[config.mk]
export PLATFORM = sky130hd
export DESIGN_NAME = sram_requester
export DESIGN_NICKNAME = d
export VERILOG_FILES = /design/src/rtl/sram_requester.sv
export SDC_FILE = /design/constraint.sdc
export NUM_CORES = 1
export LEC_CHECK = 0
export ABC_CLOCK_PERIOD_IN_PS = 3740
export BUFFER_PORTS_ARGS = -buffer_cell sky130_fd_sc_hd__buf_2
export CAP_MARGIN = 10
export CORE_ASPECT_RATIO = 0.6
export CORE_MARGIN = 10
export CORE_UTILIZATION = 48
export DETAILED_ROUTE_END_ITERATION = 8
export PLACE_DENSITY = 0.9
export SETUP_SLACK_MARGIN = 0.5
export SYNTH_ARGS = -nofsm -noshare
export SYNTH_HDL_FRONTEND = slang
export SYNTH_SLANG_ARGS = --single-unit
export TNS_END_PERCENT = 100
[constraint.sdc]
create_clock -name clk_sdram -period 3.74 [get_ports clk_sdram]
set_clock_uncertainty 0.15 [all_clocks]
set_input_delay 0.748 -clock clk_sdram [delete_from_list [all_inputs] [get_ports clk_sdram]]
set_output_delay 0.748 -clock clk_sdram [all_outputs]
set_load 0.005 [all_outputs]
[src/rtl/sram_requester.sv]
// Bus-master front end for the SDRAM-backed SRAM controller: arbitrates the CPU and
// video ports, turns their level requests into held rd/we strobes, returns ack/err pulses.
module sram_requester #(
  parameter int DROP_WAIT = 4,
  parameter int TIMEOUT   = 255,
  parameter int VID_BURST = 4
) (
  input  logic        clk_sdram,
  input  logic        init,
  input  logic        a_req,
  input  logic        a_we,
  input  logic [23:0] a_addr,
  input  logic [15:0] a_din,
  input  logic [1:0]  a_wtbt,
  output logic [15:0] a_dout,
  output logic        a_ack,
  output logic        a_err,
  input  logic        v_req,
  input  logic [23:0] v_addr,
  output logic [15:0] v_dout,
  output logic        v_ack,
  output logic [23:0] mem_addr,
  output logic [15:0] mem_din,
  output logic [1:0]  mem_wtbt,
  output logic        mem_we,
  output logic        mem_rd,
  input  logic [15:0] mem_dout,
  input  logic        mem_ready,
  output logic        busy
);
  localparam int VW = $clog2(VID_BURST + 1);

  typedef enum logic [1:0] {IDLE, WAIT_LOW, WAIT_HIGH, GAP} state_t;

  state_t        state;
  logic [7:0]    cnt;
  logic [7:0]    cnt_next;
  logic [VW-1:0] vid_cnt;
  logic          vid_sel;
  logic          vid_win;
  logic          op_done;
  logic          op_abort;

  // Handshake: a_req/v_req are levels held until that port's ack (or a_err). The
  // controller takes a strobe while ready=1, drops ready while working, and
  // raises it again when the operation is finished.
  always_comb begin
    cnt_next = (cnt == 8'hFF) ? cnt : cnt + 8'd1;
    vid_win  = v_req && !(a_req && vid_cnt == VW'(VID_BURST));
    op_done  = (state == WAIT_HIGH) && mem_ready;
    op_abort = ((state == WAIT_LOW) && mem_ready && cnt == 8'(DROP_WAIT - 1)) ||
               ((state == WAIT_HIGH) && !mem_ready && cnt == 8'(TIMEOUT - 1));
  end

  always_ff @(posedge clk_sdram or posedge init) begin
    if (init) begin
      state    <= IDLE;
      cnt      <= '0;
      vid_cnt  <= '0;
      vid_sel  <= 1'b0;
      a_dout   <= '0;
      a_ack    <= 1'b0;
      a_err    <= 1'b0;
      v_dout   <= '0;
      v_ack    <= 1'b0;
      mem_addr <= '0;
      mem_din  <= '0;
      mem_wtbt <= '0;
      mem_we   <= 1'b0;
      mem_rd   <= 1'b0;
      busy     <= 1'b0;
    end else begin
      a_ack <= 1'b0;
      a_err <= 1'b0;
      v_ack <= 1'b0;
      case (state)
        IDLE: begin
          if (mem_ready && (a_req || v_req)) begin
            state <= WAIT_LOW;
            cnt   <= '0;
            busy  <= 1'b1;
            if (vid_win) begin
              vid_sel  <= 1'b1;
              vid_cnt  <= a_req ? vid_cnt + 1'b1 : '0;
              mem_addr <= v_addr;
              mem_din  <= '0;
              mem_wtbt <= 2'b11;
              mem_rd   <= 1'b1;
            end else begin
              vid_sel  <= 1'b0;
              vid_cnt  <= '0;
              mem_addr <= a_addr;
              mem_din  <= a_din;
              mem_wtbt <= a_we ? a_wtbt : 2'b11;
              mem_we   <= a_we;
              mem_rd   <= !a_we;
            end
          end
        end
        WAIT_LOW, WAIT_HIGH: begin
          cnt <= cnt_next;
          if (op_done || op_abort) begin
            mem_we <= 1'b0;
            mem_rd <= 1'b0;
            state  <= GAP;
            if (op_done) begin
              if (vid_sel) begin
                v_dout <= mem_dout;
                v_ack  <= 1'b1;
              end else begin
                if (!mem_we) a_dout <= mem_dout;
                a_ack <= 1'b1;
              end
            end else if (!vid_sel) begin
              a_err <= 1'b1;
            end
          end else if (state == WAIT_LOW && !mem_ready) begin
            state <= WAIT_HIGH;
            cnt   <= '0;
          end
        end
        GAP: begin
          // Strobe stays low here for one cycle so the controller sees the low level.
          state <= IDLE;
          busy  <= 1'b0;
        end
        default: state <= IDLE;
      endcase
    end
  end
endmodule

== After elaboration in Yosys (flattened, before gate mapping) ==
Index checks and enable logic that the tools add are counted.

* Add/subtract/negate cells: 2
* Equality and inequality tests: 11
* Muxes and demuxes: 36
* Bitwise gates (word level): 2
* Reductions and logical operators: 27

{| class="wikitable"
|+ Operators with widths
! operator !! number
|-
| two-way mux 8 bit || 4
|-
| two-way mux 24 bit || 1
|-
| two-way mux 1 bit || 18
|-
| == test 8 bit, second input constant || 2
|-
| two-way mux 16 bit || 1
|-
| one-hot mux 8 bit (2 select lines) || 1
|-
| two-way mux 2 bit || 5
|-
| logical AND 1 bit || 9
|-
| adder 8 x 1 -> 8 bit, second input constant || 1
|-
| == test 8 x 2 -> 1 bit, second input constant || 1
|-
| AND reduction 2 bit || 4
|-
| AND reduction 4 bit || 2
|-
| two-way mux 3 bit || 2
|-
| inequality test 2 bit, second input constant || 3
|-
| one-hot mux 1 bit (2 select lines) || 3
|-
| one-hot mux 2 bit (3 select lines) || 1
|-
| AND reduction 5 bit || 1
|-
| == test 2 bit, second input constant || 2
|-
| nonzero test 2 bit || 2
|-
| adder 3 x 1 -> 3 bit, second input constant || 1
|-
| == test 3 bit, second input constant || 1
|-
| logical NOT 1 bit || 3
|-
| logical OR 1 bit || 3
|-
| inequality test 3 bit, second input constant || 1
|-
| other kinds (5) || 6
|}

* Bits in registers: 94
* Input bits: 88
* Output and inout port bits: 80
* Logic and storage cells: 93

== Depth between registers and ports, before layout ==
* Word-level depth: 7
* Mapped depth: 8
* Depth with buffers taken out: 6

== Least setup slack after synthesis ==
No wires, ideal clock.

* Path kind: input -> register
* Start point: in v_req
* End point: reg mem_we
* Library setup time: 0.126 ns
* Arrival: 1.837 ns
* Required time: 3.464 ns
* Slack: 1.626 ns
* Stages on the path: 5
* Buffers on the path: 1
* Cells stage by stage: clkbuf_1 > o211ai_1 > a21oi_2 > and3_2 > a311o_1

* Word-level cells in the longest chain between the ends: 4

{| class="wikitable"
|+ Ends and longest elaborated chain
! element !! line !! RTL
|-
| start: declaration || 18 || <nowiki>input logic v_req,</nowiki>
|-
| logical OR 1 bit || 78 || <nowiki>if (mem_ready && (a_req || v_req)) begin</nowiki>
|-
| logical AND 1 bit || 78 ||
|-
| inequality test 2 bit (no line) || n/a ||
|-
| AND reduction 4 bit (no line) * || n/a ||
|-
| end signal: assignment || 95 || <nowiki>mem_we <= a_we;</nowiki>
|-
| end: declaration || 25 || <nowiki>output logic mem_we,</nowiki>
|}

Mark *: on every way between the ends. The rest lies on a longest branch, timed or not.
A chain may end at the register's enable or synchronous reset.

== Worst setup path in the final report ==
* Start point: reg state[0]
* End point: reg v_dout[4]

* Word-level cells in the longest chain between the ends: 6

{| class="wikitable"
|+ Ends and longest elaborated chain
! element !! line !! RTL
|-
| start: declaration || 35 || <nowiki>state_t state;</nowiki>
|-
| start signal: assignment || 57 || <nowiki>state <= IDLE;</nowiki>
|-
| start signal: assignment || 79 || <nowiki>state <= WAIT_LOW;</nowiki>
|-
| start signal: assignment || 105 || <nowiki>state <= GAP;</nowiki>
|-
| == test 2 x 1 -> 1 bit or == test 2 bit (tied branches) || n/a ||
|-
| logical AND 1 bit (on tied branches) (2 in a row) || 51, 52 ||
|-
| logical OR 1 bit || 51 || <nowiki>op_abort = ((state == WAIT_LOW) && mem_ready && cnt == 8'(DROP_WAIT - 1)) ||</nowiki>
|-
| logical OR 1 bit || 102 || <nowiki>if (op_done || op_abort) begin</nowiki>
|-
| AND reduction 4 bit (no line) * || n/a ||
|-
| end signal: assignment || 108 || <nowiki>v_dout <= mem_dout;</nowiki>
|-
| end: declaration || 20 || <nowiki>output logic [15:0] v_dout,</nowiki>
|}

Marks and branches as above.

==> flow_metrics.env <==
export IMPL_dr_pass1_iters=5
export IMPL_synth_edff_count=0
export IMPL_grt_start_max_net_pins=51
export IMPL_grt_pass1_wl_um=19380
export IMPL_preCtsSetupSlack_ps=962.8
export IMPL_async_flop_share_pct=100.0
export IMPL_mostFrequentLayoutCells="buf_2 (167), dfrtp_1 (94), nand2_1 (60)"
export IMPL_cts_root_buffer="clkbuf_16"
export IMPL_rr_startpoint="state[0]"
export IMPL_hold_viol_final=0
export IMPL_worstSetupStartpointType="flop"
export IMPL_grt_total_usage_pct=18.32
export IMPL_drive_above_1_share_pct=42.14
export IMPL_numPortBuffers=167
export IMPL_grt_pass1_vias=3699
export IMPL_vias=3570
export IMPL_fmax_mhz=355.3
export IMPL_vias_per_cell=5.467
export IMPL_slowest_stage="nand3_1"
export IMPL_worstPathMaxFanout=20
export IMPL_finalPower_mw=4.217
export IMPL_fin_nets=633
export IMPL_antenna_found_initial=0
export IMPL_ys_types=44
export IMPL_cp_data_arrival_time_ps=2880
export IMPL_synthesis_area_um2=4139
export IMPL_ys_seq_elements=94
export IMPL_stdcell_area_um2=5403
export IMPL_cts_tree="yes"
export IMPL_worst_slack_ps=925.8
export IMPL_rsz0062_at_grt="false"
export IMPL_syn_num_nets=471
export IMPL_min_path_cells=1
export IMPL_routedWlPerCell_um=18.39
export IMPL_n_fill_cell=656
export IMPL_start_util_pct=48.93
export IMPL_gp_congestion=0.8831
export IMPL_relSlewSlack_pct=36.55
export IMPL_hold_path_class="flop to flop"
export IMPL_cts_sinks=94
export IMPL_diodes=0
export IMPL_p_leak_nw=2.773
export IMPL_yosysWarnings=0
export IMPL_r2r_end="v_dout[4]"
export IMPL_powerDensity_nw_per_um2=780.5
export IMPL_multi_input_area_um2=1639
export IMPL_htreeDepth=3
export IMPL_clockBufferDepth=2
export IMPL_dieHeight_um=91.93
export IMPL_endpoint_kind="flop"
export IMPL_area_growth_pct=30.53
export IMPL_clk_pin_slew_ps=70
export IMPL_clk_latency_ps=340
export IMPL_die_w_um=139.9
export IMPL_overflow=0
export IMPL_crit_path_max_incr_delay_ps=780
export IMPL_criticalPathCategory="flop to flop"
export IMPL_finalCritPeriodShare_pct=75.25
export IMPL_drtIter0Drc=221
export IMPL_tightest_slew_ps=949.8
export IMPL_hold_buffers=0
export IMPL_die_area_um2=12860
export IMPL_placed_area_um2=5059
export IMPL_status="complete, no violations"
export IMPL_ant_nets=0
export IMPL_post_cts_buffers=0
export IMPL_setup_violations=0
export IMPL_fp_coreArea_um2=8458
export IMPL_syn_inst=375
export IMPL_seq_area_frac_synth_pct=56.83
export IMPL_hpwlAfterDp_um=9054
export IMPL_min_from="a_dout[3]"
export IMPL_ios=168
export IMPL_row_count=26
export IMPL_wirelength_um=12010
export IMPL_crit_path_cell_trace="inv_1 > ha_1 > nand3_1 > mux2_2"
export IMPL_ir_drop_v=0.0002947
export IMPL_regArea_um2=2352
export IMPL_fin_setup_tns_ps=0
export IMPL_final_common_cell="buf_2"
export IMPL_drc=0
export IMPL_synth_area_per_cell_um2=11.04
export IMPL_cap_violations=0
export IMPL_cts_buffers=9
export IMPL_maxSlewViolCount=0
export IMPL_reg2reg_depth=4
export IMPL_yosys_most_used_dff="dfrtp_1"
export IMPL_min_to="a_dout[3]"
export IMPL_regToRegSetupSlack_ps=930
export IMPL_cp_data_required_time_ps=3810
export IMPL_cts_resized=0
export IMPL_min_period_ps=2814
-- state kept, by name, summed over array words and instances, names as in the netlist, 2 cells and up --
name      cells
mem_addr     24
mem_din      16
cnt           8
a_dout       16
vid_cnt       3
state         2
mem_wtbt      2
v_dout       16
-- where the power goes --
group          switching (mW)  internal [mW]  total, mW
Combinational           0.769          0.709       1.48
Clock                   0.396          0.658       1.05
Sequential              0.254           1.43       1.69
-- worst max-delay path by stage --
| stage | from | cells after the start | endpoint | slack [ps] |
|---|---|---|---|---|
| 3_5_place_dp | state[0] | 4 | v_dout[11] | 960 |
| 5_1_grt | state[0] | 4 | v_dout[4] | 710 |
| 3_3_place_gp | state[0] | 4 | v_dout[13] | 1150 |
| 6_report | state[0] | 4 | v_dout[4] | 930 |
| 2_1_floorplan | v_req | 5 | mem_we | 1630 |
| 4_1_cts | state[0] | 4 | v_dout[4] | 890 |
-- worst max-delay path: cells and delay by family (launching register included) --
family / cells / cell delay, ps
buf+inv: 1 / 90
fa+ha+maj: 1 / 700
flops: 1 / 430
simple gates: 1 / 780
mux: 1 / 540
-- routing by layer --
metal	vias up	track usage, %	share of wire (%)
met5	-	0	0
met4	0	4.452	0.68
met3	6	6.591	8.6
met2	158	29.49	48
met1	1736	23.16	43
li1	1670	-	-
-- area by class of cell --
type	count	area share [%]
Clock buffer	9	4.169
Clock inverter	6	2.200
Tap cell	112	2.594
Sequential cell	94	43.54
Inverter	10	0.7642
Timing Repair Buffer	172	16.40
Multi-Input combinational cell	250	30.34
-- cell families after synthesis --
group,after synthesis,synth area share [%]
flops,94,56.83
fa+ha+maj,8,2.418
compound gates,84,14.06
mux,35,9.432
simple gates,123,13.69
buf+inv,31,3.567
-- metrics by stage --
stage	utilization, %	hold WS [ps]	instances
floorplan	-	312.5	375
global placement	59.81	316.8	638
detailed placement	59.81	323.6	638
CTS	63.88	339.3	653
global route	63.88	370.8	653
finish	63.88	337.8	653
-- synthesized netlist by cell type, types with 2 or more instances --
master     instances  share of area [%]
o22a_1             2               0.42
and2_1             2               0.30
nand4_1            5               0.76
o21ai_0           10                1.2
a31oi_1           26                3.9
o21ai_1            2               0.24
nand2_1           60                5.4
and3_1             2               0.30
nand3_1            9                1.1
and3_2             3               0.54
a22o_1            16                3.4
clkbuf_1          14                1.3
inv_1             10               0.91
dfrtp_1           94                 57
o2111ai_1          2               0.42
buf_2              3               0.36
o211ai_1           3               0.54
a311o_1            2               0.48
mux2i_1            3               0.73
clkbuf_8           2               0.67
nand2b_1           2               0.30
a21oi_1           10                1.2
nor2_1            31                2.8
ha_1               8                2.4
o22ai_1            2               0.30
mux2_2            31                8.4
a41oi_1            4               0.85
No activity file was read; power rests on OpenSTA's default activity.
